File: src/rtl/osu_sc_cell_vector_sequencer.sv
// Exhaustive vector sequencer for one combinational standard cell under test.
// Walks every input vector, samples Y at the end of each hold window and scores it against TRUTH.
module osu_sc_cell_vector_sequencer #(
    parameter int                  N_IN   = 2,
    parameter logic [2**N_IN-1:0]  TRUTH  = 4'b0111,
    parameter int                  SETTLE = 2,
    parameter int                  ERR_W  = 8
) (
    input  logic             clk_i,
    input  logic             rn_i,
    input  logic             start_i,
    input  logic             abort_i,
    input  logic             y_i,
    output logic [N_IN-1:0]  vec_o,
    output logic             busy_o,
    output logic             done_o,
    output logic             pass_o,
    output logic [ERR_W-1:0] err_cnt_o,
    output logic             fail_valid_o,
    output logic [N_IN-1:0]  fail_vec_o
);

    // state  | meaning
    // S_IDLE | waiting for START, last partial/complete results retained
    // S_RUN  | driving vectors, sampling Y when the hold counter reaches zero
    // S_DONE | run complete, PASS valid until next START or ABORT

    localparam int CNT_W = (SETTLE > 1) ? $clog2(SETTLE) : 1;
    localparam logic [CNT_W-1:0] CNT_LOAD = CNT_W'(SETTLE - 1);
    localparam logic [N_IN-1:0]  VEC_LAST = {N_IN{1'b1}};

    typedef enum logic [1:0] {S_IDLE, S_RUN, S_DONE} state_t;

    state_t           state_q, state_d;
    logic [N_IN-1:0]  vec_q, vec_d;
    logic [CNT_W-1:0] cnt_q, cnt_d;
    logic [ERR_W-1:0] err_q, err_d;
    logic             fv_q, fv_d;
    logic [N_IN-1:0]  fvec_q, fvec_d;

    always_ff @(posedge clk_i) begin
        if (!rn_i) begin
            state_q <= S_IDLE;
            vec_q   <= '0;
            cnt_q   <= '0;
            err_q   <= '0;
            fv_q    <= 1'b0;
            fvec_q  <= '0;
        end else begin
            state_q <= state_d;
            vec_q   <= vec_d;
            cnt_q   <= cnt_d;
            err_q   <= err_d;
            fv_q    <= fv_d;
            fvec_q  <= fvec_d;
        end
    end

    always_comb begin
        state_d = state_q;
        vec_d   = vec_q;
        cnt_d   = cnt_q;
        err_d   = err_q;
        fv_d    = fv_q;
        fvec_d  = fvec_q;
        case (state_q)
            S_IDLE, S_DONE: begin
                if (abort_i) begin
                    state_d = S_IDLE;
                end else if (start_i) begin
                    state_d = S_RUN;
                    vec_d   = '0;
                    cnt_d   = CNT_LOAD;
                    err_d   = '0;
                    fv_d    = 1'b0;
                    fvec_d  = '0;
                end
            end
            S_RUN: begin
                if (abort_i) begin
                    // Partial score is kept so the harness can read it back.
                    state_d = S_IDLE;
                    vec_d   = '0;
                end else if (cnt_q == '0) begin
                    if (y_i != TRUTH[vec_q]) begin
                        if (err_q != {ERR_W{1'b1}}) err_d = err_q + ERR_W'(1);
                        if (!fv_q) begin
                            fv_d   = 1'b1;
                            fvec_d = vec_q;
                        end
                    end
                    if (vec_q == VEC_LAST) begin
                        state_d = S_DONE;
                        vec_d   = '0;
                    end else begin
                        vec_d = vec_q + N_IN'(1);
                        cnt_d = CNT_LOAD;
                    end
                end else begin
                    cnt_d = cnt_q - CNT_W'(1);
                end
            end
            default: state_d = S_IDLE;
        endcase
    end

    assign vec_o        = vec_q;
    assign busy_o       = (state_q == S_RUN);
    assign done_o       = (state_q == S_DONE);
    assign pass_o       = (state_q == S_DONE) && (err_q == '0);
    assign err_cnt_o    = err_q;
    assign fail_valid_o = fv_q;
    assign fail_vec_o   = fvec_q;

endmodule
File: config.mk
export PLATFORM = sky130hd
export DESIGN_NAME = osu_sc_cell_vector_sequencer
export DESIGN_NICKNAME = d
export VERILOG_FILES = /design/src/rtl/osu_sc_cell_vector_sequencer.sv
export SDC_FILE = /design/constraint.sdc
export NUM_CORES = 1
export LEC_CHECK = 0
export BUFFER_PORTS_ARGS = -buffer_cell sky130_fd_sc_hd__buf_2
export CAP_MARGIN = 20
export CORE_MARGIN = 4
export CORE_UTILIZATION = 50
export DETAILED_ROUTE_END_ITERATION = 6
export PLACE_DENSITY = 0.84
export SYNTH_ARGS = -nofsm -noshare
export SYNTH_HDL_FRONTEND = slang
export SYNTH_SLANG_ARGS = --single-unit
File: constraint.sdc
create_clock -name clk_i -period 3.4 [get_ports clk_i]
set_input_delay 0.17 -clock clk_i [delete_from_list [all_inputs] [get_ports clk_i]]
set_output_delay 0.17 -clock clk_i [all_outputs]
set_load 0.05 [all_outputs]
After elaboration in Yosys (flattened, before gate mapping)
Cells that the tools add are included.
W data, S select, Z words.
- $add $sub $neg: 3
- multipliers: 0
- div/mod/pow operators: 0
- $lt $le $gt $ge: 1
- eq/ne operators: 15
- shift-type cells: 0
- muxes and demuxes: 38
- bitwise logic cells: 0
- reductions and logical operators: 11
- operators with widths (cell ; count):
    $mux W8 ; 6
    $mux W2 ; 14
    $pmux W8 S2 ; 1
    $reduce_and A7 Y1 ; 2
    $pmux W2 S2 ; 3
    $mux W1 ; 11
    $ne A2 B2 Y1 const B ; 5
    $add A8 B1 Y8 const B ; 1
    $logic_not A8 Y1 ; 1
    $ne A8 B8 Y1 const B ; 1
    $reduce_and A4 Y1 ; 2
    $ne A3 B3 Y1 const B ; 2
    $reduce_and A6 Y1 ; 1
    $eq A2 B2 Y1 const B ; 2
    $ne A2 B1 Y1 const B ; 2
    $pmux W1 S2 ; 2
    $lt A2 B3 Y1 const B ; 1
    $ne A3 B2 Y1 const B ; 1
    $reduce_and A3 Y1 ; 1
    $add A2 B1 Y2 const B ; 1
    $bmux W1 S2 ; 1
    $eq A2 B1 Y1 const B ; 1
    $logic_not A2 Y1 ; 1
    $reduce_bool A2 Y1 ; 1
    4 further kinds ; 4
- flip-flop bits (word level): 16
- bits in latches: 0
- RAM bits: 0
- memory bits (read-only): 0
- input bits: 5
- output and inout bits: 16
- logic and storage cells: 74
- memories: 0

Logic depth before layout (Yosys ltp)
- depth after elaboration: 7
- mapped depth: 5

Least setup slack after synthesis
OpenSTA, ideal clock, no wires.
- path kind: flip-flop to output port
- start: reg state_q[1]
- end: out pass_o
- arrival time: 2803 ps
- setup slack: 427 ps
- stages on the path, launching flop included: 4
- buffers on the path: 0
- cells stage by stage: dfxtp_1 > nor2b_1 > nand4_1 > nor4_1
- cells in the longest elaborated chain, start to end: 2
- ends and longest elaborated chain (item ; RTL line ; text):
    from (decl) ; 34 ; state_t state_q, state_d;
    from (signal assigned) ; 50 ; state_q <= state_d;
    $eq A2 B2 Y1 ; n/a ;
    net done_o ; 16 ; output logic done_o,
    $logic_and A1 B1 Y1 ; 110 ; assign pass_o = (state_q == S_DONE) && (err_q == '0);
    to (decl) ; 17 ; output logic pass_o,
The timed path passes the listed nets, and every way through them passes these cells.

Worst setup path after layout
- start: reg vec_q[0] (netlist: vec_o[0])
- end: reg err_q[6] (netlist: err_cnt_o[6])
- cells in the longest elaborated chain, start to end: 5
- ends and longest elaborated chain (item ; RTL line ; text):
    from (decl) ; 35 ; logic [N_IN-1:0] vec_q, vec_d;
    from (signal assigned) ; 51 ; vec_q <= vec_d;
    $bmux W1 S2 ; 85 ; if (y_i != TRUTH[vec_q]) begin
    $mux W1 (implied by the code) ; 85 ;
    $ne A1 B1 Y1 ; 85 ;
    $ne A2 B1 Y1 (no line) ; n/a ;
    $reduce_and A7 Y1 (no line) ; n/a ;
    to (signal assigned) ; 53 ; err_q <= err_d;
    to (decl) ; 37 ; logic [ERR_W-1:0] err_q, err_d;
Every way passes these cells. The select of a mux whose other input is x is not followed.
A chain may end at the register's enable or synchronous reset.

==> impl_metrics.prom <==
# TYPE chip_impl_metric gauge
chip_impl_metric{name="firstDrtPassIters",unit=""} 4
chip_impl_metric{name="yosys_register_bits",unit=""} 16
chip_impl_info{name="grt_setup_unrepaired",value="no"} 1
chip_impl_metric{name="synth.cell_area",unit="um^2"} 945
chip_impl_metric{name="maxSlewHeadroom",unit=""} 0.673
chip_impl_metric{name="worst_ir_drop_vdd",unit="uV"} 208
chip_impl_metric{name="globalRouteMet1Util",unit=""} 0.242
chip_impl_metric{name="place_area",unit="um^2"} 1060
chip_impl_metric{name="met3_usage",unit=""} 0.0379
chip_impl_metric{name="cp_max_fo",unit=""} 8
chip_impl_metric{name="largest_net_degree_at_the_start_of_global_routing",unit=""} 13
chip_impl_metric{name="path_clk_slew",unit="ns"} 0.10
chip_impl_metric{name="seq_area_frac_synth",unit=""} 0.339
chip_impl_metric{name="clock_path_buffers",unit=""} 2
chip_impl_metric{name="areaGrowthSynthToFinish",unit="%"} 15.8
chip_impl_metric{name="cts.hold.buffers_added",unit=""} 0
chip_impl_metric{name="power_density",unit="nW/um^2"} 327
chip_impl_metric{name="p_int",unit="mW"} 0.268
chip_impl_metric{name="cts_setup_buffers",unit=""} 0
chip_impl_metric{name="fin_setup_tns",unit="ns"} 0
chip_impl_metric{name="yosysUniqueCellTypes",unit=""} 44
chip_impl_metric{name="cts.repair.resized",unit=""} 0
chip_impl_metric{name="p_leak",unit="nW"} 0.461
chip_impl_metric{name="cts.sink_count",unit=""} 16
chip_impl_metric{name="buffer_ports.inserted",unit=""} 20
chip_impl_metric{name="grt_antenna_before_repair",unit=""} 0
chip_impl_metric{name="die_area",unit="um^2"} 2650
chip_impl_metric{name="finalHoldViolCount",unit=""} 0
chip_impl_metric{name="share_clk_of_total_power",unit=""} 0.355
chip_impl_metric{name="floorplan.initialDensity",unit=""} 0.535
chip_impl_metric{name="setup_slack",unit="ns"} 1.51
chip_impl_metric{name="worstMarginPinSlew",unit="ns"} 0.478
chip_impl_metric{name="p_comb_frac",unit=""} 0.107
chip_impl_metric{name="fin_crit_sh",unit=""} 0.556
chip_impl_metric{name="ratio_of_cells_with_drive_above_1_in_the_final_layout",unit=""} 0.227
chip_impl_metric{name="global_route.usage.total",unit=""} 0.192
chip_impl_info{name="status",value="finished, final reports clean"} 1
chip_impl_info{name="worstSetupStartpointType",value="flop"} 1
chip_impl_metric{name="utilization",unit=""} 0.620
chip_impl_metric{name="final.setup_skew",unit="ns"} 0.00627
chip_impl_metric{name="groute.layer.met2.usage",unit=""} 0.318
chip_impl_info{name="critical_path_class",value="reg -> reg"} 1
chip_impl_metric{name="share_seq_of_total_power",unit=""} 0.539
chip_impl_metric{name="vias",unit=""} 926
chip_impl_metric{name="min_period",unit="ns"} 1.89
chip_impl_metric{name="routedWlPerCell",unit="um"} 13.7
chip_impl_metric{name="dieHeight",unit="um"} 51.5
chip_impl_metric{name="grt.overflow.total",unit=""} 0
chip_impl_metric{name="post_synth.cell_area_avg",unit="um^2"} 8.51
chip_impl_metric{name="h-tree-depth",unit=""} 1
chip_impl_metric{name="vias_per_cell",unit=""} 5.90
chip_impl_info{name="tritoncts",value="done"} 1
chip_impl_metric{name="nNetsFinal",unit=""} 142
chip_impl_metric{name="fin_cells",unit=""} 157
chip_impl_metric{name="fmax",unit="GHz"} 0.529
chip_impl_metric{name="worstSkewPairLatency",unit="ns"} 0.29
chip_impl_info{name="worst_min_delay_path_class",value="in -> reg"} 1
chip_impl_metric{name="ys_async_sr_fraction",unit=""} 0
chip_impl_metric{name="insertedDiodeCount",unit=""} 0
chip_impl_metric{name="detailedPlacementHpwl",unit="um"} 1630
chip_impl_info{name="worstSetupEndpointType",value="flop"} 1
chip_impl_metric{name="fp.dieW",unit="um"} 51.5
chip_impl_metric{name="fin_hold_ws",unit="ns"} 0.188
chip_impl_metric{name="switching_share",unit=""} 0.252
chip_impl_metric{name="number_of_enable_flip_flop_cells_after_synthesis",unit=""} 0
chip_impl_metric{name="grt_pass1_vias",unit=""} 875
chip_impl_metric{name="postSynthNetCount",unit=""} 120
chip_impl_metric{name="std_cell_rows",unit=""} 15
chip_impl_metric{name="drcViolationCount",unit=""} 0
chip_impl_metric{name="data_arrival_time_at_the_worst_slack_endpoint",unit="ns"} 2.09
chip_impl_metric{name="total_switching_power",unit="mW"} 0.0902
chip_impl_metric{name="cts_inserted_buffers",unit=""} 3
chip_impl_metric{name="drt-initial-drc-count",unit=""} 11
chip_impl_metric{name="fp.coreArea",unit="um^2"} 1760
chip_impl_metric{name="maxSlewViolCount",unit=""} 0
chip_impl_info{name="busiest_metal_layer_after_global_routing",value="met2"} 1
chip_impl_metric{name="crit_required",unit="ns"} 3.60
chip_impl_metric{name="yosysWarnings",unit=""} 0
chip_impl_info{name="ctsRootBufferMaster",value="clkbuf_4"} 1
chip_impl_metric{name="post-place-cells",unit=""} 153
chip_impl_info{name="yosys_most_used_dff",value="dfxtp_1"} 1
chip_impl_metric{name="ant_nets",unit=""} 0
chip_impl_metric{name="finalSetupViolCount",unit=""} 0
chip_impl_metric{name="final_wl",unit="um"} 2150
chip_impl_metric{name="post-place-ws",unit="ns"} 1.56
chip_impl_metric{name="drv_cap",unit=""} 0
chip_impl_metric{name="gpl.final_weighted_congestion",unit=""} 0.959
chip_impl_metric{name="post_synth_inst_count",unit=""} 111
chip_impl_metric{name="design_area",unit="um^2"} 1090
chip_impl_metric{name="design_power_total",unit="mW"} 0.358
chip_impl_metric{name="io-pin-count",unit=""} 21
chip_impl_metric{name="grt_first_pass_wirelength",unit="um"} 3860
worst paths after layout:
kind	from	endpoint	slack [ns]	depth (start not counted)
max reg2reg	vec_o[0]	err_cnt_o[6]	1.51	5
max	vec_o[0]	err_cnt_o[6]	1.51	5
min	rn_i	err_cnt_o[4]	0.19	2
min reg2reg	fail_vec_o[1]	fail_vec_o[1]	0.48	2
synth_stat cells (all sizes together), types with 2 or more instances:
cell type / instances / area (um^2)
a21oi: 9 / 48.8
a2bb2oi: 2 / 17.5
a31oi: 2 / 12.5
and2: 2 / 12.5
clkbuf: 2 / 7.51
dfxtp: 16 / 320
ha: 4 / 50.1
inv: 7 / 26.3
mux2i: 3 / 30.0
nand2: 5 / 18.8
nand2b: 3 / 18.8
nand3: 8 / 40.0
nand3b: 2 / 15.0
nand4: 3 / 18.8
nor2: 10 / 37.5
nor3b: 2 / 20.0
nor4: 3 / 18.8
o21ai: 4 / 20.0
or3b: 2 / 17.5
area by class of cell:
type | count | area, um^2
inverter | 8 | 30.0
tap | 25 | 31.3
fill | 172 | 671
multi-input combinational | 84 | 576
sequential | 16 | 320
clock buffer | 4 | 36.3
timing repair buffer | 20 | 100
routing by layer:
metal / wire length (um) / vias up
met1: 970 / 441
met3: 125 / 4
met5: 0 / -
met2: 1020 / 26
li1: - / 455
met4: 36 / 0
cells by family after synthesis:
group	Yosys count	share of synthesized area
buffers and inverters	11	0.0517
xor gates and xnor gates	1	0.00927
muxes	3	0.0318
DFF	16	0.339
adders and majority gates	4	0.0530
AOI/OAI and AO/OA	29	0.217
and+or+nand+nor	47	0.298
worst max-delay path: stages, from the launching register on:
cell and delay (ns):
dfxtp_1 0.37, ha_1 0.22, xnor2_1 0.38, a21oi_2 0.20
or3b_1 0.42, a221oi_2 0.21
registers in the layout, summed over array words and instances (netlist names):
signal / flops
cnt_q: 1
err_cnt_o: 8
fail_valid_o: 1
fail_vec_o: 2
state_q: 2
vec_o: 2
power groups by stage:
stage | combinational (mW) | sequential, mW | clock, mW
floorplan | 0.0280 | 0.199 | 0
global placement | 0.0370 | 0.197 | 0
detailed placement | 0.0379 | 0.197 | 0
CTS | 0.0381 | 0.193 | 0.129
global route | 0.0418 | 0.194 | 0.142
finish | 0.0382 | 0.193 | 0.127
placed cells by master (no fill, tap or decap), types with 4 or more instances in the layout:
cell type   n
dfxtp_1    16
buf_2      20
nand3_1     8
inv_1       7
nor2_1     10
nand2_1     5
ha_1        4
a21oi_1     8
o21ai_0     4
Power figures use the tool's default switching activity.
